**config.mk**
```make
export PLATFORM = sky130hd
export DESIGN_NAME = collect_2x1_buffered_seq
export DESIGN_NICKNAME = d
export VERILOG_FILES = /design/src/rtl/collect_2x1_buffered_seq_pkg.sv /design/src/rtl/collect_2x1_buffered_seq_fifo.sv /design/src/rtl/collect_2x1_buffered_seq.sv
export SDC_FILE = /design/constraint.sdc
export NUM_CORES = 1
export LEC_CHECK = 0
export BUFFER_PORTS_ARGS = -buffer_cell sky130_fd_sc_hd__buf_2
export CORE_MARGIN = 2
export CORE_UTILIZATION = 50
export DETAILED_ROUTE_END_ITERATION = 8
export PLACE_DENSITY = 0.9
export REMOVE_ABC_BUFFERS = 1
export SYNTH_ARGS = -nofsm -noshare
export SYNTH_HDL_FRONTEND = slang
export SYNTH_SLANG_ARGS = --single-unit
```
**constraint.sdc**
```tcl
create_clock -name clk -period 4.28 [get_ports clk]
set_input_delay 0.856 -clock clk [delete_from_list [all_inputs] [get_ports clk]]
set_output_delay 0.856 -clock clk [all_outputs]
set_load 0.01 [all_outputs]
```
**src/rtl/collect_2x1_buffered_seq_pkg.sv**
```systemverilog
// Shared constants for the 2x1 collect switch: command encodings and port indices.
package collect_2x1_buffered_seq_pkg;

    localparam logic [1:0] CMD_NA    = 2'b00;
    localparam logic [1:0] CMD_LOW   = 2'b01;
    localparam logic [1:0] CMD_HIGH  = 2'b10;
    localparam logic [1:0] CMD_MERGE = 2'b11;

    localparam int PORT_LOW  = 0;
    localparam int PORT_HIGH = 1;

endpackage

```
**src/rtl/collect_2x1_buffered_seq_fifo.sv**
```systemverilog
// Small synchronous FIFO with wrap-bit pointers; absorbs downstream backpressure.
module sync_fifo_simple #(
    parameter int DATA_WIDTH = 32,
    parameter int DEPTH      = 2
) (
    input  logic                  clk,
    input  logic                  rst,
    input  logic                  push,
    input  logic                  pop,
    input  logic [DATA_WIDTH-1:0] din,
    output logic [DATA_WIDTH-1:0] dout,
    output logic                  full,
    output logic                  empty
);

    localparam int AW = $clog2(DEPTH);

    logic [DATA_WIDTH-1:0] mem [DEPTH];
    logic [AW:0]           wr_ptr;
    logic [AW:0]           rd_ptr;
    logic                  do_push;
    logic                  do_pop;

    assign empty   = (wr_ptr == rd_ptr);
    assign full    = (wr_ptr[AW] != rd_ptr[AW]) && (wr_ptr[AW-1:0] == rd_ptr[AW-1:0]);
    assign do_push = push & ~full;
    assign do_pop  = pop & ~empty;
    assign dout    = mem[rd_ptr[AW-1:0]];

    always_ff @(posedge clk or posedge rst) begin
        if (rst) begin
            wr_ptr <= '0;
            rd_ptr <= '0;
        end else begin
            if (do_push) wr_ptr <= wr_ptr + 1'b1;
            if (do_pop)  rd_ptr <= rd_ptr + 1'b1;
        end
    end

    // Storage needs no reset; the read side is qualified by empty.
    always_ff @(posedge clk) begin
        if (do_push) mem[wr_ptr[AW-1:0]] <= din;
    end

endmodule

```
**src/rtl/collect_2x1_buffered_seq.sv**
```systemverilog
// Two-to-one collect switch: command-driven grant with round-robin merge, feeding an output FIFO.
module collect_2x1_buffered_seq
    import collect_2x1_buffered_seq_pkg::*;
#(
    parameter int DATA_WIDTH    = 32,
    parameter int COMMAND_WIDTH = 2,
    parameter int FIFO_DEPTH    = 2
) (
    input  logic                     clk,
    input  logic                     rst,
    input  logic [1:0]               i_valid,
    input  logic [2*DATA_WIDTH-1:0]  i_data_bus,
    output logic [1:0]               o_ready,
    output logic                     o_valid,
    output logic [DATA_WIDTH-1:0]    o_data_bus,
    input  logic                     i_ready,
    input  logic                     i_en,
    input  logic [COMMAND_WIDTH-1:0] i_cmd
);

    logic [1:0]            grant;
    logic                  can_accept;
    logic                  rr_ptr;
    logic                  push;
    logic                  pop;
    logic                  fifo_full;
    logic                  fifo_empty;
    logic [DATA_WIDTH-1:0] din;
    logic [DATA_WIDTH-1:0] head;

    always_comb begin
        grant = 2'b00;
        case (i_cmd)
            CMD_LOW:   grant[PORT_LOW]  = i_valid[PORT_LOW];
            CMD_HIGH:  grant[PORT_HIGH] = i_valid[PORT_HIGH];
            CMD_MERGE: begin
                if (&i_valid) grant[rr_ptr] = 1'b1;
                else          grant         = i_valid;
            end
            default:   grant = 2'b00;
        endcase
    end

    // Full blocks push even on a simultaneous pop so o_ready never sees i_ready.
    assign can_accept = i_en & ~fifo_full & ~rst;
    assign o_ready    = {2{can_accept}} & grant;
    assign push       = |o_ready;
    assign din        = o_ready[PORT_HIGH] ? i_data_bus[2*DATA_WIDTH-1:DATA_WIDTH]
                                           : i_data_bus[DATA_WIDTH-1:0];
    assign pop        = o_valid & i_ready;

    always_ff @(posedge clk or posedge rst) begin
        if (rst) begin
            rr_ptr <= 1'b0;
        end else if (i_cmd == CMD_MERGE && push) begin
            rr_ptr <= ~o_ready[PORT_HIGH];
        end
    end

    sync_fifo_simple #(
        .DATA_WIDTH(DATA_WIDTH),
        .DEPTH     (FIFO_DEPTH)
    ) u_fifo (
        .clk  (clk),
        .rst  (rst),
        .push (push),
        .pop  (pop),
        .din  (din),
        .dout (head),
        .full (fifo_full),
        .empty(fifo_empty)
    );

    assign o_valid    = ~fifo_empty;
    assign o_data_bus = o_valid ? head : '0;

endmodule

```
==> impl_results.md <==
- Status: complete, no violations
- Slowest-stage cell, CP: and2_1
- Die Y: 84.2 um
- Placer Congestion: 0.737
- Cells after synthesis: 204
- Most frequent cell after synthesis: edfxtp_1
- Layout cell share with drive strength beyond 1: 50.5%
- Final non-filler cell total: 396
- Num Clock Sinks: 69
- Maximum VDD drop: 0.313 mV
- Count of pins over their slew limit: 0
- Vias: 1972
- Leak: 1.83 nW
- Worst path arrival time: 2240 ps
- CTS tree: yes
- Hold WS: 420 ps
- GRT Total Usage: 17.3%
- DRC viols: 0
- Worst Path Max Fanout: 17
- Cell Pwr Density: 615 mW/mm^2
- Post-DP HPWL: 4120 um
- Clock power frac: 24.5%
- Final Skew: 8.30 ps
- Int Power: 0.00164 W
- Slew headroom: 45.1%
- R2r endpoint: u_fifo.mem[0][12]
- Final hold vios: 0
- Yosys warns: 0
- Unrepaired setup endpoints after global routing: false
- Rows: 29
- Critical path class: reg2out
- Fmax: 0.323 GHz
- TritonCTS buffer count: 9
- Core area: 0.00628 mm^2
- DR iter-0 viols: 86
- Area Overhead vs Synth: 25.8%
- First-pass DRT Iterations: 4
- Commonest cells in the netlist: 64 x edfxtp_1, 33 x nor2_1, 32 x mux2i_1, 29 x mux2_4
- Origin of the critical flop-to-flop path: u_fifo.rd_ptr[0]
- Main synth FF type: edfxtp_1
- Min Tclk post-route: 3090 ps
- Slowest stage delay, CP: 590 ps
- Post-synth cell types: 24
- Number of flops mapped to enable cells by yosys: 64
- Sw frac: 34.2%
- Postcts setup bufs: 0
- Comb pwr share: 40.0%
- Layout Nets: 386
- Synth Register Bits: 69
- Worst r2r path cells: 5
- Post-placement cell count: 380
- Startpoint types: flip-flop
- Syn avg cell area: 15.8 um^2
- # diodes: 0
- First-pass GRT wire length: 9450 um
- Seq/Total Area, Yosys: 63.7%
- WL final: 5920 um
- Vias per Instance: 4.98
- Max-Cap Viols: 0
- Clock Pin Slew Worst Setup and Hold Paths: 70 ps
- Syn Std Cell Area: 0.00321 mm^2
- IO Pins: 107
- Worst Path Required: 3420 ps
- Largest net degree at the start of global routing: 33
- CP endpoint: o_data_bus[28]
- Post-DRT Antenna Nets: 0
- H-tree lvl count: 3
- Wire per inst: 14.9 um
- Tightest Pin Transition: 821 ps
- Root buffer cell: clkbuf_8
- # setup viols final: 0
- Hold-fix buffers, CTS: 0
- Worst setup EP type: primary output
- R2r setup slk: 1810 ps
- Cell Chain, Critical Path: xnor2_1 -> and2_1 -> buf_4 -> nor2_1 -> buf_2
- Initial antenna violation count: 0
- Worst skew pair latency: 330 ps
- Worst Setup SP: u_fifo.rd_ptr[0]
- Full die area: 0.00709 mm^2
- Vias in the first global route: 2046
- Top cell type's share of synthesized area: 59.8%
- Area contributors post-synth: edfxtp_1 60%, mux2_4 14%, mux2i_1 10%, dfrtp_1 3.9%, nor2_1 3.9%
- Initial core utilization: 51.2%
- Final period util: 72.2%
- PortBufs: 106
- CTS resizes: 0
- Die Wd: 84.2 um
- Psw: 0.000851 W
- Sequential share of power: 35.5%
- Hold Path Class: in2async
- CTS max path bufs: 2
- FFs w/ async S/R, synth: 7.25%
- Grt total ovfl: 0
- Area leader, netlist: edfxtp_1
-- routing by layer --
metal | track usage, % | routed length (um)
met3 | 5.70 | 388
met4 | 6.60 | 89
met2 | 30.4 | 3050
met1 | 19.6 | 2390
met5 | 0 | 0
-- sequential cells by signal, indices dropped and copies added (netlist names) --
| signal | count |
|---|---|
| u_fifo.wr_ptr | 2 |
| u_fifo.mem | 64 |
| rr_ptr | 1 |
| u_fifo.rd_ptr | 2 |
-- worst min-delay path by stage --
stage | end | slack (ps) | cells after the start
4_1_cts | rr_ptr | 410 | 2
6_report | rr_ptr | 420 | 2
3_3_place_gp | u_fifo.wr_ptr[1] | 470 | 1
3_5_place_dp | u_fifo.rd_ptr[1] | 500 | 1
5_1_grt | rr_ptr | 440 | 2
2_1_floorplan | u_fifo.wr_ptr[1] | 460 | 1
-- logic make-up (layout without fill, tap and decap cells) --
kind of cell	after synthesis	in the layout	share of synthesized area (%)
AOI/OAI and AO/OA	6	6	1.44
muxes	64	64	24.6
xor gates and xnor gates	7	7	2.14
buffers and inverters	16	131	2.92
DFF	69	69	63.7
and+or+nand+nor	42	42	5.25
-- worst max-delay path: cells and delay by family (launching register included) --
| family | cells | cell delay, ps |
|---|---|---|
| AND/OR/NAND/NOR | 2 | 680 |
| flip-flops | 1 | 580 |
| buffers and inverters | 2 | 480 |
| XOR/XNOR | 1 | 150 |
-- metrics by stage --
step	power (W)	setup TNS, ps	area (um^2)	worst slack, ps	utilization, %
2_1_floorplan	0.00151	-12080	3140	-368	-
3_3_place_gp	0.00188	0	3810	1360	60.8
3_5_place_dp	0.00191	0	3810	1330	60.8
4_1_cts	0.00252	0	4050	1160	64.4
5_1_grt	0.00263	0	4050	1030	64.4
6_report	0.00249	0	4050	1190	64.4
-- layout make-up --
| cell class | instances | area (um^2) |
|---|---|---|
| Fill cell | 499 | 2230 |
| Sequential cell | 69 | 2050 |
| Multi-Input combinational cell | 119 | 1090 |
| Timing Repair Buffer | 111 | 568 |
| Clock buffer | 11 | 131 |
| Clock inverter | 5 | 98.8 |
| Tap cell | 77 | 96.3 |
| Inverter | 4 | 15.0 |
-- power by group through the flow --
| stage | Combinational (W) | Clock, W | Sequential, W |
|---|---|---|---|
| 6_report | 0.000995 | 0.000611 | 0.000884 |
| 5_1_grt | 0.00109 | 0.000654 | 0.000891 |
| 4_1_cts | 0.00101 | 0.000623 | 0.000885 |
| 3_5_place_dp | 0.00101 | 0 | 0.000898 |
| 3_3_place_gp | 0.000990 | 0 | 0.000892 |
| 2_1_floorplan | 0.000577 | 0 | 0.000929 |
-- layout by cell type (no fill, tap or decap), types with 2 or more instances in the layout --
cell type / n
buf_2: 106
edfxtp_1: 64
nor2_1: 33
mux2i_1: 32
mux2_4: 29
clkbuf_8: 9
xnor2_1: 5
buf_4: 5
inv_1: 4
dfrtp_1: 4
nand3_1: 3
nand2_1: 3
mux2_2: 3
bufinv_16: 3
and2_1: 2
clkbuf_1: 2
No activity file was read; power rests on OpenSTA's default activity.
